===== src/rtl/kamacore_pkg.sv =====
`default_nettype none
// ============================================================================
//  Module      : kamacore_pkg
//  Description : Shared widths, ALU opcodes, ID/EX state encoding and the
//                packed control bundle carried down the kamacore pipeline.
//  Revision    : 1.0  initial release
// ============================================================================
package kamacore_pkg;

    localparam int DATA_WIDTH     = 16;
    localparam int REG_ADDR_WIDTH = 4;
    localparam int ALU_OP_WIDTH   = 4;

    typedef enum logic [ALU_OP_WIDTH-1:0] {
        ALU_ADD = 4'h0,
        ALU_SUB = 4'h1,
        ALU_AND = 4'h2,
        ALU_OR  = 4'h3,
        ALU_XOR = 4'h4,
        ALU_SHL = 4'h5,
        ALU_SHR = 4'h6,
        ALU_SLT = 4'h7
    } alu_op_t;

    typedef enum logic [1:0] {
        RUN    = 2'd0,
        BUBBLE = 2'd1,
        HOLD   = 2'd2
    } id_ex_state_t;

    typedef struct packed {
        logic write_register;
        logic mem_read;
        logic mem_write;
    } id_ex_ctrl_t;

endpackage
`default_nettype wire


===== src/rtl/kamacore_id_ex_stage_if.sv =====
`default_nettype none
// ============================================================================
//  Module      : kamacore_id_ex_stage_if
//  Description : ID-side inputs, ID_stall and EX-side outputs of the ID/EX
//                pipeline register. The slave modport is the stage's view;
//                the master modport is the surrounding pipeline's view.
//  Revision    : 1.0  initial release
// ============================================================================
interface kamacore_id_ex_stage_if;

    logic                                     ID_valid;
    logic [kamacore_pkg::REG_ADDR_WIDTH-1:0]  ID_register_a;
    logic [kamacore_pkg::REG_ADDR_WIDTH-1:0]  ID_register_b;
    logic                                     ID_uses_a;
    logic                                     ID_uses_b;
    logic [kamacore_pkg::DATA_WIDTH-1:0]      ID_forwarded_data_a;
    logic [kamacore_pkg::DATA_WIDTH-1:0]      ID_forwarded_data_b;
    logic [kamacore_pkg::DATA_WIDTH-1:0]      ID_immediate;
    logic [kamacore_pkg::ALU_OP_WIDTH-1:0]    ID_alu_op;
    logic [kamacore_pkg::REG_ADDR_WIDTH-1:0]  ID_destination_register;
    logic                                     ID_control_write_register;
    logic                                     ID_control_mem_read;
    logic                                     ID_control_mem_write;
    logic                                     ID_stall;

    logic                                     EX_valid;
    logic [kamacore_pkg::REG_ADDR_WIDTH-1:0]  EX_register_a;
    logic [kamacore_pkg::REG_ADDR_WIDTH-1:0]  EX_register_b;
    logic [kamacore_pkg::DATA_WIDTH-1:0]      EX_data_a;
    logic [kamacore_pkg::DATA_WIDTH-1:0]      EX_data_b;
    logic [kamacore_pkg::DATA_WIDTH-1:0]      EX_immediate;
    logic [kamacore_pkg::ALU_OP_WIDTH-1:0]    EX_alu_op;
    logic [kamacore_pkg::REG_ADDR_WIDTH-1:0]  EX_destination_register;
    logic                                     EX_control_write_register;
    logic                                     EX_control_mem_read;
    logic                                     EX_control_mem_write;

    modport slave (
        input  ID_valid, ID_register_a, ID_register_b, ID_uses_a, ID_uses_b,
               ID_forwarded_data_a, ID_forwarded_data_b, ID_immediate,
               ID_alu_op, ID_destination_register, ID_control_write_register,
               ID_control_mem_read, ID_control_mem_write,
        output ID_stall,
               EX_valid, EX_register_a, EX_register_b, EX_data_a, EX_data_b,
               EX_immediate, EX_alu_op, EX_destination_register,
               EX_control_write_register, EX_control_mem_read,
               EX_control_mem_write
    );

    modport master (
        output ID_valid, ID_register_a, ID_register_b, ID_uses_a, ID_uses_b,
               ID_forwarded_data_a, ID_forwarded_data_b, ID_immediate,
               ID_alu_op, ID_destination_register, ID_control_write_register,
               ID_control_mem_read, ID_control_mem_write,
        input  ID_stall,
               EX_valid, EX_register_a, EX_register_b, EX_data_a, EX_data_b,
               EX_immediate, EX_alu_op, EX_destination_register,
               EX_control_write_register, EX_control_mem_read,
               EX_control_mem_write
    );

endinterface
`default_nettype wire


===== src/rtl/kamacore_load_use_detect.sv =====
`default_nettype none
// ============================================================================
//  Module      : kamacore_load_use_detect
//  Description : Combinational load-use compare. Flags an ID instruction that
//                reads the destination of a load still sitting in EX.
//                r0 is hard-wired zero, so it never creates a dependency.
//  Ports       : i_ex_*  - load currently in EX
//                i_id_*  - instruction currently in ID
//                o_load_use - bubble required
//  Revision    : 1.0  initial release
// ============================================================================
module kamacore_load_use_detect
    import kamacore_pkg::*;
(
    input  wire                       i_ex_valid,
    input  wire                       i_ex_mem_read,
    input  wire [REG_ADDR_WIDTH-1:0]  i_ex_dest,
    input  wire                       i_id_valid,
    input  wire                       i_id_uses_a,
    input  wire                       i_id_uses_b,
    input  wire [REG_ADDR_WIDTH-1:0]  i_id_reg_a,
    input  wire [REG_ADDR_WIDTH-1:0]  i_id_reg_b,
    output logic                      o_load_use
);

    logic w_ex_is_load;
    logic w_hit_a;
    logic w_hit_b;

    assign w_ex_is_load = i_ex_valid && i_ex_mem_read && (i_ex_dest != '0);
    assign w_hit_a      = i_id_uses_a && (i_id_reg_a == i_ex_dest);
    assign w_hit_b      = i_id_uses_b && (i_id_reg_b == i_ex_dest);
    assign o_load_use   = w_ex_is_load && i_id_valid && (w_hit_a || w_hit_b);

endmodule
`default_nettype wire


===== src/rtl/kamacore_id_ex_stage.sv =====
`default_nettype none
// ============================================================================
//  Module      : kamacore_id_ex_stage
//  Description : ID/EX pipeline register with built-in load-use interlock.
//                Priority each cycle: flush > mem_busy > load_use > advance.
//  Ports       : clk, reset (async, active-high), flush, mem_busy
//                bus       - kamacore_id_ex_stage_if.slave (ID_*, ID_stall,
//                            EX_*)
//                stall_count / bubble_count - only when
//                            KAMACORE_HAZARD_STATS_EN is defined
//  Revision    : 1.0  initial release
// ============================================================================
module kamacore_id_ex_stage
    import kamacore_pkg::*;
(
    input  wire                    clk,
    input  wire                    reset,
    input  wire                    flush,
    input  wire                    mem_busy,
    kamacore_id_ex_stage_if.slave  bus
`ifdef KAMACORE_HAZARD_STATS_EN
    ,
    output logic [15:0]            stall_count,
    output logic [15:0]            bubble_count
`endif
);

    id_ex_state_t               r_state;
    logic                       r_ex_valid;
    logic [REG_ADDR_WIDTH-1:0]  r_ex_reg_a;
    logic [REG_ADDR_WIDTH-1:0]  r_ex_reg_b;
    logic [DATA_WIDTH-1:0]      r_ex_data_a;
    logic [DATA_WIDTH-1:0]      r_ex_data_b;
    logic [DATA_WIDTH-1:0]      r_ex_imm;
    logic [ALU_OP_WIDTH-1:0]    r_ex_alu_op;
    logic [REG_ADDR_WIDTH-1:0]  r_ex_dest;
    id_ex_ctrl_t                r_ex_ctrl;

    logic                       w_load_use;
    logic                       w_stall;
    id_ex_ctrl_t                w_id_ctrl;

    kamacore_load_use_detect u_load_use_detect (
        .i_ex_valid    (r_ex_valid),
        .i_ex_mem_read (r_ex_ctrl.mem_read),
        .i_ex_dest     (r_ex_dest),
        .i_id_valid    (bus.ID_valid),
        .i_id_uses_a   (bus.ID_uses_a),
        .i_id_uses_b   (bus.ID_uses_b),
        .i_id_reg_a    (bus.ID_register_a),
        .i_id_reg_b    (bus.ID_register_b),
        .o_load_use    (w_load_use)
    );

    // A flush discards whatever ID holds, so there is nothing to stall for.
    assign w_stall = !flush && (mem_busy || w_load_use);

    // Invalid ID slots must never carry live side effects into EX.
    assign w_id_ctrl = bus.ID_valid ? id_ex_ctrl_t'{bus.ID_control_write_register,
                                                    bus.ID_control_mem_read,
                                                    bus.ID_control_mem_write}
                                    : id_ex_ctrl_t'('0);

    always_ff @(posedge clk or posedge reset) begin
        if (reset) begin
            r_state     <= RUN;
            r_ex_valid  <= 1'b0;
            r_ex_reg_a  <= '0;
            r_ex_reg_b  <= '0;
            r_ex_data_a <= '0;
            r_ex_data_b <= '0;
            r_ex_imm    <= '0;
            r_ex_alu_op <= '0;
            r_ex_dest   <= '0;
            r_ex_ctrl   <= '0;
        end else if (flush) begin
            // Data fields are left as-is; they are meaningless once invalid.
            r_state    <= RUN;
            r_ex_valid <= 1'b0;
            r_ex_ctrl  <= '0;
        end else if (mem_busy) begin
            r_state <= HOLD;
        end else if (w_load_use) begin
            // Bubble: kill the slot but keep data so the load result path
            // is undisturbed; ID re-presents the same instruction next cycle.
            r_state    <= BUBBLE;
            r_ex_valid <= 1'b0;
            r_ex_ctrl  <= '0;
        end else begin
            r_state     <= RUN;
            r_ex_valid  <= bus.ID_valid;
            r_ex_reg_a  <= bus.ID_register_a;
            r_ex_reg_b  <= bus.ID_register_b;
            r_ex_data_a <= bus.ID_forwarded_data_a;
            r_ex_data_b <= bus.ID_forwarded_data_b;
            r_ex_imm    <= bus.ID_immediate;
            r_ex_alu_op <= bus.ID_alu_op;
            r_ex_dest   <= bus.ID_destination_register;
            r_ex_ctrl   <= w_id_ctrl;
        end
    end

`ifndef SYNTHESIS
    // The bubble empties EX, so the same pair cannot hazard twice.
    always @(posedge clk) begin
        if (!reset && r_state == BUBBLE) begin
            a_no_rebubble: assert (!w_load_use);
        end
    end
`endif

`ifdef KAMACORE_HAZARD_STATS_EN
    logic [15:0] r_stall_count;
    logic [15:0] r_bubble_count;

    always_ff @(posedge clk or posedge reset) begin
        if (reset) begin
            r_stall_count  <= '0;
            r_bubble_count <= '0;
        end else begin
            if (w_stall && r_stall_count != 16'hFFFF) begin
                r_stall_count <= r_stall_count + 16'd1;
            end
            // BUBBLE lasts one cycle, so every taken bubble is a fresh entry.
            if (!flush && !mem_busy && w_load_use && r_bubble_count != 16'hFFFF) begin
                r_bubble_count <= r_bubble_count + 16'd1;
            end
        end
    end

    assign stall_count  = r_stall_count;
    assign bubble_count = r_bubble_count;
`endif

    assign bus.ID_stall                  = w_stall;
    assign bus.EX_valid                  = r_ex_valid;
    assign bus.EX_register_a             = r_ex_reg_a;
    assign bus.EX_register_b             = r_ex_reg_b;
    assign bus.EX_data_a                 = r_ex_data_a;
    assign bus.EX_data_b                 = r_ex_data_b;
    assign bus.EX_immediate              = r_ex_imm;
    assign bus.EX_alu_op                 = r_ex_alu_op;
    assign bus.EX_destination_register   = r_ex_dest;
    assign bus.EX_control_write_register = r_ex_ctrl.write_register;
    assign bus.EX_control_mem_read       = r_ex_ctrl.mem_read;
    assign bus.EX_control_mem_write      = r_ex_ctrl.mem_write;

endmodule
`default_nettype wire


===== src/flat_wrapper.sv =====
// flat-port wrapper written by rule: the top's interface ports become plain ports
module kamacore_id_ex_stage_flat import kamacore_pkg::*;
  (clk, reset, flush, mem_busy, bus_ID_valid, bus_ID_register_a, bus_ID_register_b, bus_ID_uses_a, bus_ID_uses_b, bus_ID_forwarded_data_a, bus_ID_forwarded_data_b, bus_ID_immediate, bus_ID_alu_op, bus_ID_destination_register, bus_ID_control_write_register, bus_ID_control_mem_read, bus_ID_control_mem_write, bus_ID_stall, bus_EX_valid, bus_EX_register_a, bus_EX_register_b, bus_EX_data_a, bus_EX_data_b, bus_EX_immediate, bus_EX_alu_op, bus_EX_destination_register, bus_EX_control_write_register, bus_EX_control_mem_read, bus_EX_control_mem_write);
  kamacore_id_ex_stage_if bus_i ();
  input  wire clk;
  input  wire reset;
  input  wire flush;
  input  wire mem_busy;
  input wire logic [$bits(bus_i.ID_valid)-1:0] bus_ID_valid;
  input wire logic [$bits(bus_i.ID_register_a)-1:0] bus_ID_register_a;
  input wire logic [$bits(bus_i.ID_register_b)-1:0] bus_ID_register_b;
  input wire logic [$bits(bus_i.ID_uses_a)-1:0] bus_ID_uses_a;
  input wire logic [$bits(bus_i.ID_uses_b)-1:0] bus_ID_uses_b;
  input wire logic [$bits(bus_i.ID_forwarded_data_a)-1:0] bus_ID_forwarded_data_a;
  input wire logic [$bits(bus_i.ID_forwarded_data_b)-1:0] bus_ID_forwarded_data_b;
  input wire logic [$bits(bus_i.ID_immediate)-1:0] bus_ID_immediate;
  input wire logic [$bits(bus_i.ID_alu_op)-1:0] bus_ID_alu_op;
  input wire logic [$bits(bus_i.ID_destination_register)-1:0] bus_ID_destination_register;
  input wire logic [$bits(bus_i.ID_control_write_register)-1:0] bus_ID_control_write_register;
  input wire logic [$bits(bus_i.ID_control_mem_read)-1:0] bus_ID_control_mem_read;
  input wire logic [$bits(bus_i.ID_control_mem_write)-1:0] bus_ID_control_mem_write;
  output wire logic [$bits(bus_i.ID_stall)-1:0] bus_ID_stall;
  output wire logic [$bits(bus_i.EX_valid)-1:0] bus_EX_valid;
  output wire logic [$bits(bus_i.EX_register_a)-1:0] bus_EX_register_a;
  output wire logic [$bits(bus_i.EX_register_b)-1:0] bus_EX_register_b;
  output wire logic [$bits(bus_i.EX_data_a)-1:0] bus_EX_data_a;
  output wire logic [$bits(bus_i.EX_data_b)-1:0] bus_EX_data_b;
  output wire logic [$bits(bus_i.EX_immediate)-1:0] bus_EX_immediate;
  output wire logic [$bits(bus_i.EX_alu_op)-1:0] bus_EX_alu_op;
  output wire logic [$bits(bus_i.EX_destination_register)-1:0] bus_EX_destination_register;
  output wire logic [$bits(bus_i.EX_control_write_register)-1:0] bus_EX_control_write_register;
  output wire logic [$bits(bus_i.EX_control_mem_read)-1:0] bus_EX_control_mem_read;
  output wire logic [$bits(bus_i.EX_control_mem_write)-1:0] bus_EX_control_mem_write;
  assign bus_i.ID_valid = bus_ID_valid;
  assign bus_i.ID_register_a = bus_ID_register_a;
  assign bus_i.ID_register_b = bus_ID_register_b;
  assign bus_i.ID_uses_a = bus_ID_uses_a;
  assign bus_i.ID_uses_b = bus_ID_uses_b;
  assign bus_i.ID_forwarded_data_a = bus_ID_forwarded_data_a;
  assign bus_i.ID_forwarded_data_b = bus_ID_forwarded_data_b;
  assign bus_i.ID_immediate = bus_ID_immediate;
  assign bus_i.ID_alu_op = bus_ID_alu_op;
  assign bus_i.ID_destination_register = bus_ID_destination_register;
  assign bus_i.ID_control_write_register = bus_ID_control_write_register;
  assign bus_i.ID_control_mem_read = bus_ID_control_mem_read;
  assign bus_i.ID_control_mem_write = bus_ID_control_mem_write;
  assign bus_ID_stall = bus_i.ID_stall;
  assign bus_EX_valid = bus_i.EX_valid;
  assign bus_EX_register_a = bus_i.EX_register_a;
  assign bus_EX_register_b = bus_i.EX_register_b;
  assign bus_EX_data_a = bus_i.EX_data_a;
  assign bus_EX_data_b = bus_i.EX_data_b;
  assign bus_EX_immediate = bus_i.EX_immediate;
  assign bus_EX_alu_op = bus_i.EX_alu_op;
  assign bus_EX_destination_register = bus_i.EX_destination_register;
  assign bus_EX_control_write_register = bus_i.EX_control_write_register;
  assign bus_EX_control_mem_read = bus_i.EX_control_mem_read;
  assign bus_EX_control_mem_write = bus_i.EX_control_mem_write;
  kamacore_id_ex_stage u_core (.clk(clk), .reset(reset), .flush(flush), .mem_busy(mem_busy), .bus(bus_i));
endmodule

===== config.mk =====
export PLATFORM = sky130hd
export DESIGN_NAME = kamacore_id_ex_stage_flat
export DESIGN_NICKNAME = d
export VERILOG_FILES = /design/src/rtl/kamacore_pkg.sv /design/src/rtl/kamacore_id_ex_stage_if.sv /design/src/rtl/kamacore_load_use_detect.sv /design/src/rtl/kamacore_id_ex_stage.sv /design/src/flat_wrapper.sv
export SDC_FILE = /design/constraint.sdc
export NUM_CORES = 1
export LEC_CHECK = 0
export CAP_MARGIN = 20
export CORE_ASPECT_RATIO = 0.8
export CORE_MARGIN = 2
export CORE_UTILIZATION = 44
export CTS_CLUSTER_SIZE = 16
export DETAILED_ROUTE_END_ITERATION = 10
export GPL_ROUTABILITY_DRIVEN = 0
export PLACE_DENSITY = 0.86
export SETUP_SLACK_MARGIN = 0.3
export SLEW_MARGIN = 20
export SYNTH_ARGS = -nofsm -noshare
export SYNTH_HDL_FRONTEND = slang
export SYNTH_SLANG_ARGS = --single-unit

===== constraint.sdc =====
create_clock -name clk -period 3.5 [get_ports clk]
set_input_delay 0.7 -clock clk [delete_from_list [all_inputs] [get_ports clk]]
set_output_delay 0.7 -clock clk [all_outputs]
set_load 0.01 [all_outputs]

## Word level (Yosys, flattened, before mapping)

Index checks and enable logic that the tools add are counted.

| storage, ports and cells | value |
|---|---|
| word-level logic and storage cells | 36 |
| bits of input ports | 74 |
| bits in registers | 68 |

| cells by class | value |
|---|---|
| equal/unequal tests | 3 |
| mux-type cells | 7 |
| bitwise operators | 3 |
| reductions and logical operators | 12 |

Operators with widths:

| cell | number |
|---|---|
| $mux W3 | 4 |
| $eq A4 B4 Y1 | 2 |
| $logic_and A1 B1 Y1 | 7 |
| $reduce_bool A4 Y1 | 1 |
| $mux W1 | 3 |
| $not A1 Y1 | 3 |
| $reduce_and A3 Y1 | 1 |
| $logic_or A1 B1 Y1 | 2 |
| $ne A2 B2 Y1 const B | 1 |
| $logic_not A1 Y1 | 1 |

## Depth between registers and ports, before layout

Gate-level depths: netlist of run 1.

| logic depth | value |
|---|---|
| depth after elaboration | 7 |
| gate-level depth with buffers | 7 |
| mapped depth without buffers | 5 |

## Cells and area by module

Synthesis of run 1 repeated with hierarchy kept, for this count alone.

| unflattened totals | value |
|---|---|
| cells, all modules | 170 |
| area total of the unflattened synthesis | 2708.8 um^2 |

Modules (own cells, without submodules):

| module | cells each | instances | sequential area each (um^2) | area an instance (um^2) |
|---|---|---|---|---|
| kamacore_id_ex_stage | 155 | 1 | 1701.6 | 2600.0 |
| kamacore_load_use_detect | 15 | 1 | 0.0 | 108.9 |

## Least setup slack after synthesis of run 1

Ideal clock, no wire load.

| timing | value |
|---|---|
| path type | input -> output |
| start point | input port bus_ID_register_a[2] |
| end point | output port bus_ID_stall |
| slack | 1.258 ns |
| data required time | 2.800 ns |
| arrival time | 1.542 ns |
| cell stages on the path | 5 |
| cells stage by stage | xor2_1 > nor3_1 > a41oi_2 > and2_1 > nor2_1 |

| on the way | value |
|---|---|
| longest elaborated chain between the ends | 6 |

RTL lines:

| item | RTL line | RTL |
|---|---|---|
| from (decl) | flat_wrapper.sv:10 | `input wire logic [$bits(bus_i.ID_register_a)-1:0] bus_ID_register_a;` |
| $eq A4 B4 Y1 | kamacore_load_use_detect.sv:31 | `assign w_hit_a = i_id_uses_a && (i_id_reg_a == i_ex_dest);` |
| $logic_and A1 B1 Y1 | kamacore_load_use_detect.sv:31 |  |
| $logic_or A1 B1 Y1 | kamacore_load_use_detect.sv:33 | `assign o_load_use = w_ex_is_load && i_id_valid && (w_hit_a \|\| w_hit_b);` |
| $logic_and A1 B1 Y1 | kamacore_load_use_detect.sv:33 |  |
| $logic_or A1 B1 Y1 | kamacore_id_ex_stage.sv:56 | `assign w_stall = !flush && (mem_busy \|\| w_load_use);` |
| $logic_and A1 B1 Y1 | kamacore_id_ex_stage.sv:56 |  |
| to (decl) | flat_wrapper.sv:22 | `output wire logic [$bits(bus_i.ID_stall)-1:0] bus_ID_stall;` |

No other way between the ends.

## Worst setup path after layout of run 1

| timing | value |
|---|---|
| start point | input port bus_ID_register_a[0] |
| end point | output port bus_ID_stall |

Same word-level chain as after synthesis.

==> out/metrics.cfg, run 1 <==
[drt]
via_per_inst=4.766
drt_first_iter_violations=45
avgRoutedWirePerCell_um=16.75
firstDrtPassIters=4
drtAntennaViolNets=0
drc=0
vias=1916
wirelength_mm=6.732

[power_and_ir_drop]
p_comb_share_pct=27.8
swShare_pct=24.84
p_sw_uw=551.0
clockPowerShare_pct=28.3
power.density_nw_per_um2=481.1
p_leak_uw=0.002103
p_int_uw=1667
ir_drop_uv=244.4
totalPowerFinal_uw=2218
pwr-share-seq_pct=43.8

[die]
die_area_um2=7425
fp.dieW_um=95.84
core_area_um2=6474
start_util_pct=45.86
io_pins=143
die_h_um=77.48
num_rows=26

[timing]
hold_viol=0
clock.fmax_ghz=0.3334
setup_ws_ns=0.5005
setup_tns_ns=0
maxSlewViolCount=0
final.min_clock_period_ns=2.999
clock_skew_ns=0.007372
setup_viol=0
worstMarginPinSlew_ns=0.6490
maxSlewHeadroom_pct=56.67
rsz0062_at_grt=false
min_period_over_period_pct=85.70

[placed_design]
io_buffers=142
place_ws_ns=0.1868
dp_hpwl_mm=5.070
placed_cell_area_um2=4412

[layout]
drive_above_1_share_pct=25.47
final_nets=387
design_area_um2=4611
area_growth_pct=55.29
diodes=0

[critical_path]
start_kind=primary input
path_max_fanout=5
cp-startpoint=bus_ID_register_a[0]
arrival_ns=2.30
worst_setup_path_end_kind=output port
timing.rr.start=u_core.bus.EX_destination_register[0]
critPathRequiredTime_ns=2.80
crit_type=in -> out

[synthesis]
yosysTopAreaCell=dfrtp_1
synth_nets=238
post_synth_main_area_contributors=dfrtp_1 57%, mux2_4 30%, buf_12 4.0%
yosysSeqAreaShare_pct=57.31
synthDistinctLibCells=19
synth_edf_count=0
async_flop_share_pct=100.0
ys_warn_count=0
synth.top_cells.by_count=68 x dfrtp_1, 60 x mux2_4, 6 x buf_12, 6 x xor2_1, 4 x mux2_1
netlist_instances=164
avgSynthCellArea_um2=18.10
synth_ff_type=dfrtp_1
yosysTopAreaCellShare_pct=57.31
yosysMostFrequentCell=dfrtp_1
synth_seq_cells=68
syn_area_um2=2969

[min_path]
hold_class=reg -> reg
min_from=u_core.bus.EX_immediate[15]

[clock_tree]
tritoncts=built
clkTransAtPathRegs_ns=0.07
post_cts_buffers=0
cts-root-buf=clkbuf_8
clkLatencyLatePin_ns=0.33
cts_buffers=9
h-tree-depth=3
clockBufferDepth=2
numClockSinks=68
cts_hold_buf=0

[global_routing]
grt_pass1_vias=2059
grt-ovfl-total=0
grt_pass1_wl_mm=10.61
grt_start_max_net_pins=50
antenna_found_initial=0
grt_usage_pct=19.14

[run_status]
status=complete, no violations

[job]
maxCapViolations=0

logic make-up after synthesis:
logic type	after synthesis	synth area share, %
xor gates and xnor gates	8	2.360
buffers and inverters	8	4.551
AOI/OAI and AO/OA	5	1.854
DFF	68	57.31
muxes	64	31.86
and+or+nand+nor	11	2.065
final cells by class:
| type | instances | area (um^2) |
|---|---|---|
| inverters | 1 | 3.754 |
| repair buffers | 145 | 1468 |
| well taps | 84 | 105.1 |
| clock buffers | 12 | 145.1 |
| fillers | 453 | 1863 |
| clock inverters | 4 | 48.80 |
| flip-flops and latches | 68 | 1702 |
| multi-input cells | 88 | 1139 |
per-stage QoR:
stage	std cells	hold WS, ns	utilization [%]
floorplan	164	0.5313	-
global placement	386	0.4778	68.15
detailed placement	386	0.4873	68.15
CTS	402	0.5042	71.22
global route	402	0.5119	71.22
finish	402	0.4994	71.22
path summary, 6_finish.rpt:
path                       slack (ns)                           to  cells after the start
max                              0.50                 bus_ID_stall                      7
min reg2reg                      0.50  u_core.bus.EX_immediate[15]                      1
min                              0.50  u_core.bus.EX_immediate[15]                      1
min in group asynchronous        0.78   u_core.bus.EX_immediate[4]                      2
max in group asynchronous        2.09  u_core.bus.EX_register_a[0]                      3
max reg2reg                      1.43      u_core.bus.EX_alu_op[3]                      6
flip-flops by register name (all words and copies together), names as in the netlist, 4 cells and up:
| register | count |
|---|---|
| u_core.bus.EX_register_a | 4 |
| u_core.bus.EX_immediate | 16 |
| u_core.bus.EX_data_a | 16 |
| u_core.bus.EX_data_b | 16 |
| u_core.bus.EX_register_b | 4 |
| u_core.bus.EX_alu_op | 4 |
| u_core.bus.EX_destination_register | 4 |
placed cells by master (no fill, tap or decap), drive strengths merged:
cell           Yosys  final
clkdlybuf4s50      0    141
dfrtp             68     68
mux2              64     64
clkbuf             0     12
xor2               6      6
a32o               3      3
clkinv             0      3
buf                7      3
xnor2              2      2
nor2               2      2
nor2b              2      2
nor3               2      2
nor4               1      1
nand3              1      1
a41oi              1      1
nand4              1      1
and2               1      1
nand3b             1      1
inv                1      1
a22o               1      1
bufinv             0      1
dlygate4sd2        0      1
metal layers:
metal | wire length (um) | part of all wire (%) | track usage [%]
met1 | 2729 | 41 | 22.77
met2 | 3276 | 49 | 31.68
met3 | 640 | 9.5 | 7.282
met4 | 85 | 1.3 | 6.429
met5 | 0 | 0 | 0
power groups by stage:
| stage | Combinational [uW] | Clock [uW] | Sequential [uW] |
|---|---|---|---|
| after floorplan | 229 | 0 | 1030 |
| after global placement | 610 | 0 | 980 |
| after detailed placement | 624 | 0 | 985 |
| after CTS | 628 | 648 | 974 |
| after global routing | 657 | 687 | 988 |
| final | 617 | 628 | 973 |
worst max-delay path: stages:
cell             delay (ns)
clkdlybuf4s50_1        0.45
xor2_1                 0.18
nor3_2                 0.24
a41oi_2                0.15
and2_2                 0.23
nor2_1                 0.08
dlygate4sd2_1          0.27
timing repair:
| action | 4_1_cts | 5_1_grt |
|---|---|---|
| setup endpoints to repair | 1 | 0 |
| gates resized for setup | 3 | 0 |
| hold endpoints to repair | 0 | 0 |
(Power assumes the default switching activity.)
==> run 2: changes to the inputs <==
CAP_MARGIN = 5   (was 20)
==> results of run 2 <==
The final DEF is identical to that of run 1; final timing and power are the same.
